<file path="src/rtl/memShare_config_pkg.sv">
// Shared memShare configuration: DRC indices, allocation limits and the
// request/allocation bundles exchanged around the SCU.memShare() scheduler.
package memShare_config_pkg;

    localparam int MEMSHARE_DRC_NUM       = 3;
    localparam int MAX_ALLOC_SEQ_NUM      = 2;
    localparam int ARR_RQST_TRACK_DEPTH   = 4;
    localparam int MEMSHARE_GROUP_SIZE    = 5;
    localparam int MEMSHARE_ADDR_BITWIDTH = 2;

    typedef enum int {
        DRC1_IDX = 0,
        DRC2_IDX = 1,
        DRC3_IDX = 2
    } memShare_drc_index;

    typedef enum logic {
        GP1 = 1'b0,
        GP2 = 1'b1
    } colBank_addr_gropu_e;

    typedef struct packed {
        logic                bank;
        colBank_addr_gropu_e group;
    } colbank_addr_t;

    typedef struct packed {
        logic [MEMSHARE_GROUP_SIZE-1:0]                        mask;
        logic [MEMSHARE_GROUP_SIZE*MEMSHARE_ADDR_BITWIDTH-1:0] addr;
    } memshare_rqst_t;

    typedef struct packed {
        logic [MEMSHARE_GROUP_SIZE-1:0] seq_sel;
        logic                           seq_num;
        logic [MEMSHARE_GROUP_SIZE-1:0] mask;
        logic [MEMSHARE_DRC_NUM-1:0]    drc;
    } memshare_alloc_t;

    function automatic colbank_addr_t colbank_addr_dec(input logic [1:0] addr);
        colbank_addr_t dec;
        dec.group = colBank_addr_gropu_e'(addr[0]);
        dec.bank  = addr[1];
        return dec;
    endfunction

endpackage

</file>
<file path="src/rtl/memshare_rqst_profiler_drc_eval.sv">
// Combinational sequence split and design-rule checks on one request pattern.
module memshare_drc_eval
    import memShare_config_pkg::*;
#(
    parameter int                          SHARE_GROUP_SIZE   = MEMSHARE_GROUP_SIZE,
    parameter int                          RQST_ADDR_BITWIDTH = MEMSHARE_ADDR_BITWIDTH,
    parameter logic [SHARE_GROUP_SIZE-1:0] SHARE_COL_CONFIG   = 5'b10101
) (
    input  logic [SHARE_GROUP_SIZE-1:0]                    i_mask,
    input  logic [SHARE_GROUP_SIZE*RQST_ADDR_BITWIDTH-1:0] i_addr,
    output logic [SHARE_GROUP_SIZE-1:0]                    o_seq_sel,
    output logic                                           o_seq_num,
    output logic [MEMSHARE_DRC_NUM-1:0]                    o_drc
);

    logic [3:0]    w_used0;
    logic [3:0]    w_used1;
    logic [3:0]    w_shared;
    colbank_addr_t w_dec;

    // Requestors are scanned in index order; the decoded {bank,group} pair is the collision key.
    always_comb begin
        w_used0   = '0;
        w_used1   = '0;
        w_shared  = '0;
        w_dec     = '0;
        o_seq_sel = '0;
        o_drc     = '0;
        for (int i = 0; i < SHARE_GROUP_SIZE; i++) begin
            w_dec = colbank_addr_dec(i_addr[i*RQST_ADDR_BITWIDTH +: 2]);
            if (i_mask[i]) begin
                if (!w_used0[w_dec]) begin
                    w_used0[w_dec] = 1'b1;
                end else begin
                    o_seq_sel[i] = 1'b1;
                    if (!w_used1[w_dec]) begin
                        w_used1[w_dec] = 1'b1;
                    end else begin
                        o_drc[DRC3_IDX] = 1'b1;
                    end
                end
                if (SHARE_COL_CONFIG[i]) begin
                    if (w_shared[w_dec]) begin
                        o_drc[DRC1_IDX] = 1'b1;
                    end
                    w_shared[w_dec] = 1'b1;
                end else if (w_dec.group == GP2) begin
                    o_drc[DRC2_IDX] = 1'b1;
                end
            end
        end
        o_seq_num = |o_seq_sel;
    end

endmodule

</file>
<file path="src/rtl/memshare_rqst_profiler.sv">
// Arrival-request profiler: buffers share-group request patterns and emits
// a registered allocation word with DRC flags to the memShare scheduler.
module memshare_rqst_profiler
    import memShare_config_pkg::*;
#(
    parameter int                          SHARE_GROUP_SIZE   = MEMSHARE_GROUP_SIZE,
    parameter int                          RQST_ADDR_BITWIDTH = MEMSHARE_ADDR_BITWIDTH,
    parameter logic [SHARE_GROUP_SIZE-1:0] SHARE_COL_CONFIG   = 5'b10101,
    parameter int                          TRACK_DEPTH        = ARR_RQST_TRACK_DEPTH
) (
    input  logic                                           sys_clk,
    input  logic                                           rst,
    input  logic                                           rqst_valid,
    output logic                                           rqst_ready,
    input  logic [SHARE_GROUP_SIZE-1:0]                    rqst_mask,
    input  logic [SHARE_GROUP_SIZE*RQST_ADDR_BITWIDTH-1:0] rqst_addr,
    output logic                                           alloc_valid,
    input  logic                                           alloc_ready,
    output logic [SHARE_GROUP_SIZE-1:0]                    alloc_seq_sel,
    output logic                                           alloc_seq_num,
    output logic [SHARE_GROUP_SIZE-1:0]                    alloc_mask,
    output logic [MEMSHARE_DRC_NUM-1:0]                    drc_flag,
    output logic [$clog2(TRACK_DEPTH):0]                   occupancy,
    output logic [15:0]                                    drc1_cnt
);

    localparam int            PW       = $clog2(TRACK_DEPTH);
    localparam logic [PW:0]   FULL_CNT = (PW+1)'(TRACK_DEPTH);

    memshare_rqst_t  r_mem [TRACK_DEPTH];
    logic [PW-1:0]   r_wr_ptr;
    logic [PW-1:0]   r_rd_ptr;
    logic [PW:0]     r_count;
    memshare_alloc_t r_alloc;
    logic            r_alloc_valid;
    logic [15:0]     r_drc1_cnt;

    memshare_rqst_t                w_head;
    memshare_alloc_t               w_head_alloc;
    logic [SHARE_GROUP_SIZE-1:0]   w_seq_sel;
    logic                          w_seq_num;
    logic [MEMSHARE_DRC_NUM-1:0]   w_drc;
    logic                          w_full;
    logic                          w_empty;
    logic                          w_push;
    logic                          w_pop;

    assign w_full  = (r_count == FULL_CNT);
    assign w_empty = (r_count == '0);
    assign w_push  = rqst_valid && !w_full;
    assign w_pop   = !w_empty && (!r_alloc_valid || alloc_ready);
    assign w_head  = r_mem[r_rd_ptr];

    memshare_drc_eval #(
        .SHARE_GROUP_SIZE   (SHARE_GROUP_SIZE),
        .RQST_ADDR_BITWIDTH (RQST_ADDR_BITWIDTH),
        .SHARE_COL_CONFIG   (SHARE_COL_CONFIG)
    ) u_drc_eval (
        .i_mask    (w_head.mask),
        .i_addr    (w_head.addr),
        .o_seq_sel (w_seq_sel),
        .o_seq_num (w_seq_num),
        .o_drc     (w_drc)
    );

    assign w_head_alloc = '{
        seq_sel: w_seq_sel,
        seq_num: w_seq_num,
        mask:    w_head.mask,
        drc:     w_drc
    };

    // Storage is not reset; clearing the pointers discards whatever it holds.
    always_ff @(posedge sys_clk) begin
        if (w_push) begin
            r_mem[r_wr_ptr] <= '{mask: rqst_mask, addr: rqst_addr};
        end
    end

    always_ff @(posedge sys_clk) begin
        if (rst) begin
            r_wr_ptr <= '0;
            r_rd_ptr <= '0;
            r_count  <= '0;
        end else begin
            if (w_push) begin
                r_wr_ptr <= r_wr_ptr + 1'b1;
            end
            if (w_pop) begin
                r_rd_ptr <= r_rd_ptr + 1'b1;
            end
            case ({w_push, w_pop})
                2'b10:   r_count <= r_count + 1'b1;
                2'b01:   r_count <= r_count - 1'b1;
                default: r_count <= r_count;
            endcase
        end
    end

    always_ff @(posedge sys_clk) begin
        if (rst) begin
            r_alloc_valid <= 1'b0;
            r_alloc       <= '0;
            r_drc1_cnt    <= '0;
        end else if (w_pop) begin
            r_alloc_valid <= 1'b1;
            r_alloc       <= w_head_alloc;
            if (w_drc[DRC1_IDX] && (r_drc1_cnt != 16'hFFFF)) begin
                r_drc1_cnt <= r_drc1_cnt + 16'd1;
            end
        end else if (alloc_ready) begin
            r_alloc_valid <= 1'b0;
        end
    end

    assign rqst_ready    = !w_full;
    assign alloc_valid   = r_alloc_valid;
    assign alloc_seq_sel = r_alloc.seq_sel;
    assign alloc_seq_num = r_alloc.seq_num;
    assign alloc_mask    = r_alloc.mask;
    assign drc_flag      = r_alloc.drc;
    assign occupancy     = r_count;
    assign drc1_cnt      = r_drc1_cnt;

endmodule

</file>
<file path="config.mk">
export PLATFORM = sky130hd
export DESIGN_NAME = memshare_rqst_profiler
export DESIGN_NICKNAME = d
export VERILOG_FILES = /design/src/rtl/memShare_config_pkg.sv /design/src/rtl/memshare_rqst_profiler_drc_eval.sv /design/src/rtl/memshare_rqst_profiler.sv
export SDC_FILE = /design/constraint.sdc
export NUM_CORES = 1
export LEC_CHECK = 0
export BUFFER_PORTS_ARGS = -buffer_cell sky130_fd_sc_hd__buf_2
export CORE_MARGIN = 4
export CORE_UTILIZATION = 40
export CTS_CLUSTER_SIZE = 10
export DETAILED_ROUTE_END_ITERATION = 8
export SETUP_SLACK_MARGIN = 0.2
export SYNTH_ARGS = -nofsm -noshare
export SYNTH_HDL_FRONTEND = slang
export SYNTH_SLANG_ARGS = --single-unit
</file>
<file path="constraint.sdc">
create_clock -name sys_clk -period 4.95 [get_ports sys_clk]
set_clock_uncertainty 0.15 [all_clocks]
set_input_delay 0.2475 -clock sys_clk [delete_from_list [all_inputs] [get_ports sys_clk]]
set_output_delay 0.2475 -clock sys_clk [all_outputs]
set_load 0.02 [all_outputs]
</file>
==> results.md, run 1 <==
* Status: finished, final reports clean
* Simple-gate portion of the synthesized area at 13.73%
* Largest net degree at the start of global routing at 36
* Final min period at 3.699 ns
* First-pass GRT wire length at 16.10 mm
* Initial core utilization at 40.71%
* Crit. End Element: flop
* DR iter-0 viols at 267
* # H-tree levels at 3
* Routed len/inst at 16.82 um
* Inserted Clock Buffers at 9
* Vias in the first global route at 3177
* Slew Limit Headroom at 25.85%
* Post-synthesis cell type count at 59
* Gr usage total at 15.48%
* Max Clk Rate at 270.4 MHz
* GRT overflow at 0
* Post-Synth Adder-Cell Area at 2.055%
* Post-synth EDFFs at 60
* Post-cts resize count at 0
* Largest family of logic cells by synthesized area: simple AND/OR/NAND/NOR gates
* Arr. time, crit path at 3.79 ns
* Core region area at 11370 um2
* Die W at 115.6 um
* Setup TNS at 0 ns
* Die Height at 115.6 um
* Post-synthesis sequential area ratio at 55.80%
* Complex-gate fraction of the synthesized area at 11.84%
* Clock share of power at 24.1%
* HP Class: in2reg
* Multiplexer share of the synthesized area at 8.137%
* Slew @ Worst Pin at 1.112 ns
* Max_cap viols at 0
* Post-Syn Area at 4628 um2
* Pint at 1.844 mW
* Diodes inserted at 0
* Synth Flop Type: edfxtp_1
* Synth warnings at 0
* Commonest non-fill, non-tap cell in the layout: edfxtp_1
* Fraction of layout cells with a size suffix above 1 at 20.90%
* TritonCTS clock tree: done
* Initial antenna violation count at 0
* Cell Rows at 39
* CTS root buffer: clkbuf_16
* RSZ-0062 raised after global routing: false
* Final RePlAce weighted congestion at 0.8368
* CTS sink count at 99
* XOR/XNOR share of the synthesized area at 3.596%
* Final Max Tran Viols at 0
* Tcrit/Tclk final at 74.72%
* Sequential share of power at 36.3%
* Peak VDD IR at 0.2292 mV
* I/O pin count at 54
* Placed instance area at 4926 um2
* PD cells at 556.4 nW/um2
* Combinational fraction of design power at 39.6%
* Worst-path clk slew at 0.07 ns
* Synth Register Bits at 99
* CP Launch Type: flop
* Die area at 13360 um2
* First-pass DRT Iterations at 4
* Post-detailed-placement half-perimeter wirelength at 6.691 mm
* Crit path kind: reg2reg
* # setup viols final at 0
* Cells after Synth at 387
* Area grow syn2layout at 16.19%
* NetSw at 1.149 mW
* Avg Vias per Cell at 5.568
* Syn_nets at 413
* Final Cell Area at 5378 um2
* Routed WL at 9.888 mm
* DRC viols at 0
* Clock Path Buffers at 2
* Commonest non-fill, non-tap cells in the layout: 60 x edfxtp_1, 52 x buf_2, 39 x dfxtp_1
* Sw frac at 38.38%
* Critical path fanouts, max at 33
* Port buffer count at 52
* Post-synth ARST share at 0%
* Clock latency on the worst-skew pair at 0.35 ns
* Final hold vios at 0
* CP required at 5.04 ns
* Post-Syn Area per Cell at 11.96 um2
* Vias at 3274
* Final nets at 467
* Routed Antenna Nets at 0
* Leak pwr at 1.946 nW
[cell families (layout without fill, tap and decap cells)]
| family | count (synthesis) | in the layout |
|---|---|---|
| multiplexers | 18 | 18 |
| adder cells (fa/ha/maj) | 7 | 7 |
| AO/OA/AOI/OAI | 80 | 80 |
| buffers and inverters | 43 | 101 |
| AND/OR/NAND/NOR | 120 | 120 |
| XOR/XNOR | 19 | 19 |
| other | 1 | 1 |
| flip-flops | 99 | 99 |
[critical path: stages (launching register included)]
cell	delay (ns)
dfxtp_1	0.62
buf_4	0.30
mux4_2	0.66
xnor2_1	0.24
nand3_1	0.13
a221oi_2	0.34
o21ai_2	0.36
or3_1	0.49
o311a_1	0.29
[registers in the layout (all words and copies together), names as in the netlist, named ones only]
register	count
drc_flag	3
alloc_valid	1
alloc_mask	5
occupancy	3
r_wr_ptr	2
drc1_cnt	16
alloc_seq_num	1
r_mem	60
r_rd_ptr	2
alloc_seq_sel	4
[worst paths after layout]
kind | from | to | slack, ns | cells past startpoint
min reg2reg | drc_flag[0]$_SDFFE_PP0P_ | drc_flag[0]$_SDFFE_PP0P_ | 0.30 | 2
max | flop | drc1_cnt[14]$_SDFFE_PP0P_ | 1.25 | 8
max reg2reg | flop | drc1_cnt[14]$_SDFFE_PP0P_ | 1.25 | 8
min | alloc_ready | alloc_valid$_SDFFE_PP0P_ | 0.01 | 4
[area by class of cell]
| class | count | area, um2 |
|---|---|---|
| Timing Repair Buffer | 69 | 425.4 |
| Sequential cell | 99 | 2582 |
| Inverter | 17 | 63.81 |
| Fill cell | 1046 | 5992 |
| Clock inverter | 6 | 76.32 |
| Tap cell | 143 | 178.9 |
| Multi-Input combinational cell | 245 | 1826 |
| Clock buffer | 9 | 225.2 |
[timing repair]
| action | 4_1_cts | 5_1_grt |
|---|---|---|
| hold endpoints to repair | 60 | 0 |
| setup buffers | 0 | 0 |
| hold buffers | 15 | 0 |
[power by group through the flow]
stage / combinational [mW] / sequential (mW) / clock [mW]
2_1_floorplan: 0.893 / 1.14 / 0
3_3_place_gp: 1.15 / 1.10 / 0
3_5_place_dp: 1.16 / 1.11 / 0
4_1_cts: 1.18 / 1.09 / 0.733
5_1_grt: 1.31 / 1.11 / 0.771
6_report: 1.18 / 1.09 / 0.720
[synth_stat cells (all sizes together), types with 3 or more instances]
cell	number	area (um2)
nand2	33	123.9
or3b	3	26.28
nand4	3	18.77
or4	9	67.56
o22ai	4	25.02
ha	6	75.07
o31ai	10	75.07
o311ai	4	35.03
a21oi	24	120.1
xor2	13	113.9
and3	10	62.56
inv	17	63.81
o41ai	4	35.03
nand2b	4	25.02
buf	13	106.4
nor2	20	75.07
or3	7	43.79
o21ai	10	53.80
nand3	12	60.06
nand3b	3	22.52
clkbuf	13	50.04
and2	3	18.77
mux4	15	345.3
a211oi	3	22.52
o221ai	3	26.28
xnor2	6	52.55
dfxtp	39	780.8
a31oi	6	37.54
edfxtp	60	1802
nor3	5	30.03
[per-layer routing]
metal	GRT usage, %	part of all wire, %	up-vias
li1	-	-	1577
met1	20.73	46	1605
met2	24.58	48	84
met3	3.394	4.9	8
met4	6.182	1.2	0
met5	0	0	-
[per-stage QoR]
step,std cells,utilization [%],worst slack (ns),power (mW),hold WS (ns)
2_1_floorplan,387,-,2.162,2.037,0.1964
3_3_place_gp,558,43.33,1.313,2.254,0.2920
3_5_place_dp,558,43.33,1.251,2.275,0.2976
4_1_cts,588,47.30,1.242,3.005,0.002110
5_1_grt,588,47.30,0.9324,3.193,0.03581
6_report,588,47.30,1.251,2.992,0.01263
Power figures use the tool's default switching activity.
==> run 2: changes to the inputs <==
Clock period 4.95 ns to 3.85 ns, I/O delays scaled along.
==> run 2 against run 1 <==
  * Count of clock-buffer cells in the layout did not move
  * Final area is 0.88% higher
  * Clock power increased by 29%
  * Final cell count grew 0.85%
  * Core utilization is 0.42 points higher
  * Worst setup slack worse by 0.65 ns
  * Worst hold slack better by 0.13 ns
  * Global-route usage fell by 0.16 points
==> results.md, run 2 (synthesized netlist as in run 1, its figures left out) <==
* Initial core utilization at 40.71%
* Vias at 3260
* DRC viols at 0
* CP Launch Type: flop
* Initial antenna violation count at 0
* # setup viols final at 0
* Combinational fraction of design power at 40.0%
* Final Max Tran Viols at 0
* Avg Vias per Cell at 5.497
* Gr usage total at 15.32%
* Sequential share of power at 36.0%
* Biggest register: r_mem
* DR iter-0 viols at 287
* CTS root buffer: clkbuf_16
* Final Non-Filler Cells at 593
* Final hold vios at 0
* Critical path fanouts, max at 33
* Sw frac at 38.10%
* CTS sink count at 99
* Clock latency on the worst-skew pair at 0.35 ns
* Post-detailed-placement half-perimeter wirelength at 6.663 mm
* Crit path kind: reg2reg
* HP Class: in2reg
* Largest net degree at the start of global routing at 36
* Final min period at 3.244 ns
* Die Height at 115.6 um
* Clock Path Buffers at 2
* Max FFs per register at 60
* Placed Cells incl. Taps at 561
* Worst-path clk slew at 0.07 ns
* Arr. time, crit path at 3.34 ns
* Fraction of layout cells with a size suffix above 1 at 21.56%
* Routed Antenna Nets at 0
* Leak pwr at 1.965 nW
* Die W at 115.6 um
* Status: finished, final reports clean
* Vias in the first global route at 3075
* # H-tree levels at 3
* Inserted Clock Buffers at 9
* Clock share of power at 24.0%
* Diodes inserted at 0
* GRT overflow at 0
* NetSw at 1.471 mW
* Critical hold path startpoint: rqst_valid
* PD cells at 711.6 nW/um2
* Final worst slack at 0.6056 ns
* Pint at 2.390 mW
* Area grow syn2layout at 17.22%
* Peak VDD IR at 0.4075 mV
* Setup TNS at 0 ns
* Final RePlAce weighted congestion at 0.8410
* Crit. End Element: flop
* Routed len/inst at 16.49 um
* I/O pin count at 54
* RSZ-0062 raised after global routing: false
* Commonest non-fill, non-tap cells in the layout: 60 x edfxtp_1, 52 x buf_2, 39 x dfxtp_1
* CP required at 3.94 ns
* First-pass GRT wire length at 15.89 mm
* Die area at 13360 um2
* Final nets at 471
* Max_cap viols at 0
* Core region area at 11370 um2
* Cell Rows at 39
* Slew Limit Headroom at 45.62%
* Dpl ws at 0.4558 ns
* Tcrit/Tclk final at 84.27%
* First-pass DRT Iterations at 5
* TritonCTS clock tree: done
* Port buffer count at 52
* Routed WL at 9.781 mm
* Slew @ Worst Pin at 0.8156 ns
* Commonest non-fill, non-tap cell in the layout: edfxtp_1
* Max Clk Rate at 308.2 MHz
[run 2: changes by cell type in the layout (fill, tap and decap cells not counted), sizes merged]
cell / delta
buf: +3
clkinv: +1
clkinvlp: +2
dlygate4sd3: +1
inv: -2
[run 2: worst max-delay path: stages, from the launching register on]
cell	delay [ns]
dfxtp_1	0.53
mux4_2	0.70
xnor2_1	0.27
a31oi_1	0.14
a221oi_2	0.35
o21ai_4	0.24
or3_1	0.44
o311a_1	0.29
[run 2: worst paths after layout]
check / endpoint / slack (ns) / depth (start not counted)
worst max-delay path: drc1_cnt[14]$_SDFFE_PP0P_ / 0.61 / 7
worst min register to register: drc_flag[0]$_SDFFE_PP0P_ / 0.31 / 2
worst max register to register: drc1_cnt[14]$_SDFFE_PP0P_ / 0.61 / 7
worst min-delay path: r_wr_ptr[1]$_SDFFE_PP0P_ / 0.15 / 4
[run 2: metal layers]
layer	share of wire, %	global-route usage, %
met3	5.2	3.760
met2	47	24.34
met5	0	0
met1	46	20.97
met4	1.3	4.460
[run 2: timing repair]
action                                  in CTS  in global routing
gates resized for setup                      0                  1
hold endpoints to repair                    61                  0
buffers inserted                             0                  0
hold buffers                                16                  0
endpoints found under the setup margin       0                  2
[run 2: layout make-up]
| type | instances | area (um2) |
|---|---|---|
| well taps | 143 | 178.9 |
| clock buffers | 9 | 225.2 |
| multi-input cells | 245 | 1833 |
| repair buffers | 73 | 457.9 |
| fillers | 1018 | 5944 |
| inverters | 17 | 63.81 |
| flip-flops and latches | 99 | 2582 |
| clock inverters | 7 | 83.83 |
[run 2: power groups by stage]
| stage | clock network [mW] | logic (mW) | registers [mW] |
|---|---|---|---|
| detailed placement | 0 | 1.52 | 1.42 |
| global placement | 0 | 1.50 | 1.41 |
| global route | 1.01 | 1.70 | 1.41 |
| floorplan | 0 | 1.15 | 1.47 |
| CTS | 0.953 | 1.54 | 1.39 |
| finish | 0.928 | 1.54 | 1.39 |
[run 2: per-stage QoR]
step | area (um2) | total power [mW] | hold slack, ns | utilization [%]
after floorplan | 4628 | 2.619 | 0.1414 | -
after global placement | 4949 | 2.907 | 0.2536 | 43.52
after detailed placement | 4949 | 2.935 | 0.2594 | 43.52
after CTS | 5418 | 3.884 | 0.1397 | 47.65
after global routing | 5425 | 4.124 | 0.1938 | 47.72
final | 5425 | 3.861 | 0.1452 | 47.72
==> run 3: changes to the inputs <==
Clock period 3.85 ns to 3.25 ns, I/O delays scaled along.
==> run 3 against run 2 <==
  * Clock power grew 5.4%
  * Highest routed layer unchanged
  * Largest cell class unchanged
  * Critical path depth grew 2
  * Critical endpoint is now drc_flag[2]$_SDFFE_PP0P_
  * Die area is the same
==> results.md, run 3 (synthesized netlist as in run 1, its figures left out) <==
* Setup crit end: drc_flag[2]$_SDFFE_PP0P_
* Critical path fanouts, max at 11
* Commonest non-fill, non-tap cell in the layout: edfxtp_1
* Die W at 115.6 um
* Status: finished, final reports clean
* Inserted Clock Buffers at 9
* Delay-heaviest family, CP: compound AO/OA/AOI/OAI gates
* Critical path cell sequence: buf_12, mux4_2, buf_4, or3_1, a2111o_1, and3_1, nor3_2, o221a_2, o22ai_1
* Placed instance area at 5029 um2
* Initial antenna violation count at 0
* Multi-input gate area at 1842 um2
* Die Height at 115.6 um
* Initial core utilization at 40.71%
* Critical hold path startpoint: rqst_valid
* CP Launch Type: flop
* Setup TNS at 0 ns
* Biggest register: r_mem
* RSZ-0062 raised after global routing: true
* Tcrit/Tclk final at 90.64%
* Final Cell Area at 5512 um2
* CTS sink count at 99
* Gr usage total at 15.19%
* Combinational fraction of design power at 43.2%
* Final Max Tran Viols at 0
* Commonest non-fill, non-tap cells in the layout: 60 x edfxtp_1, 52 x buf_2, 38 x dfxtp_1
* Fill count at 1030
* Max_cap viols at 0
* Register-to-register setup slack at 0.30 ns
* DRC viols at 0
* Clock latency on the worst-skew pair at 0.34 ns
* Cell Rows at 39
* Port buffer count at 52
* Power consumption at 4.607 mW
* Vias at 3316
* FF-to-FF End: drc_flag[2]$_SDFFE_PP0P_
* HP Class: in2reg
* First-pass DRT Iterations at 4
* Peak VDD IR at 0.6213 mV
* Slew @ Worst Pin at 0.7947 ns
* Routed WL at 9.766 mm
* Max FFs per register at 60
* Slew Limit Headroom at 47.02%
* Final min period at 2.946 ns
* I/O pin count at 54
* # H-tree levels at 3
* CP max stage cell: mux4_2
* Largest net degree at the start of global routing at 36
* Worst Path Buf+Inv at 2
* Clock Path Buffers at 2
* NetSw at 1.743 mW
* Crit. End Element: flop
* Avg Vias per Cell at 5.490
* Crit path kind: reg2reg
* R2R depth at 9
* CTS root buffer: clkbuf_16
* DR iter-0 viols at 264
* Max Clk Rate at 339.5 MHz
* First-pass GRT wire length at 15.86 mm
* Routed len/inst at 16.17 um
* Largest stage delay on the critical path at 0.54 ns
* Die area at 13360 um2
* Routed Antenna Nets at 0
* Core region area at 11370 um2
* PD cells at 835.8 nW/um2
* Worst path depth at 9
* Post-detailed-placement half-perimeter wirelength at 6.743 mm
* # setup viols final at 0
* Vias in the first global route at 3177
* Final hold vios at 0
* Pint at 2.863 mW
* Sequential share of power at 35.5%
* TritonCTS clock tree: done
* GRT overflow at 0
* Final nets at 482
* Fraction of layout cells with a size suffix above 1 at 24.08%
* Sw frac at 37.84%
* Leak pwr at 2.017 nW
* Clock share of power at 21.2%
* Arr. time, crit path at 3.02 ns
* Final RePlAce weighted congestion at 0.8684
* FF/Latch Area at 2586 um2
* Worst-path clk slew at 0.07 ns
* Area grow syn2layout at 19.09%
* CP required at 3.33 ns
* Diodes inserted at 0
==> run 3: worst min-delay path by stage <==
stage	endpoint	slack (ns)	depth (start not counted)
2_1_floorplan	r_mem[0][0]$_DFFE_PP_	0.11	0
3_5_place_dp	r_mem[2][12]$_DFFE_PP_	0.24	1
5_1_grt	r_wr_ptr[1]$_SDFFE_PP0P_	0.13	4
4_1_cts	r_wr_ptr[1]$_SDFFE_PP0P_	0.11	4
3_3_place_gp	r_mem[3][10]$_DFFE_PP_	0.23	1
6_report	r_wr_ptr[1]$_SDFFE_PP0P_	0.13	4
==> run 3: final cells by class <==
class	count	share of cell area [%]
multi-input combinational	245	33.42
sequential	99	46.92
clock buffer	10	4.154
timing repair buffer	84	10.26
clock inverter	6	0.8400
inverter	17	1.158
tap	143	3.246
==> run 3: what timing repair did <==
action | in CTS | in global routing
gates resized for setup | 1 | 5
hold endpoints to repair | 61 | 0
pin swaps | 0 | 1
cloned | 0 | 0
hold buffers | 16 | 0
buffers inserted | 0 | 2
endpoints found under the setup margin | 7 | 10
==> run 3: worst min-delay path, cell delays in order <==
cell and delay, ns:
buf_2 0.13, and2_1 0.17, nand2_1 0.07, a21oi_1 0.05
==> run 3: per-layer routing <==
metal  track usage (%)  wire (um)  vias to the layer above
met2             24.77       4726                       96
met5                 0          0                        -
met4             4.930        126                        0
li1                  -          -                     1606
met3             4.073        547                       11
met1             19.79       4365                     1603
==> run 3: metrics by stage <==
stage | hold WS, ns | std cells | util, % | setup slack [ns]
5_1_grt | 0.1344 | 604 | 48.48 | 0.1743
2_1_floorplan | 0.1114 | 387 | - | 0.4621
3_5_place_dp | 0.2354 | 570 | 44.23 | 0.1403
4_1_cts | 0.1123 | 602 | 48.07 | 0.2089
6_report | 0.1306 | 604 | 48.48 | 0.3043
3_3_place_gp | 0.2265 | 570 | 44.23 | 0.2307
==> run 3: power groups by stage <==
stage / sequential (mW) / combinational [mW] / clock, mW
floorplan: 1.74 / 1.36 / 0
CTS: 1.64 / 1.94 / 1.01
global route: 1.66 / 2.18 / 1.07
finish: 1.64 / 1.99 / 0.978
detailed placement: 1.66 / 1.91 / 0
global placement: 1.65 / 1.89 / 0
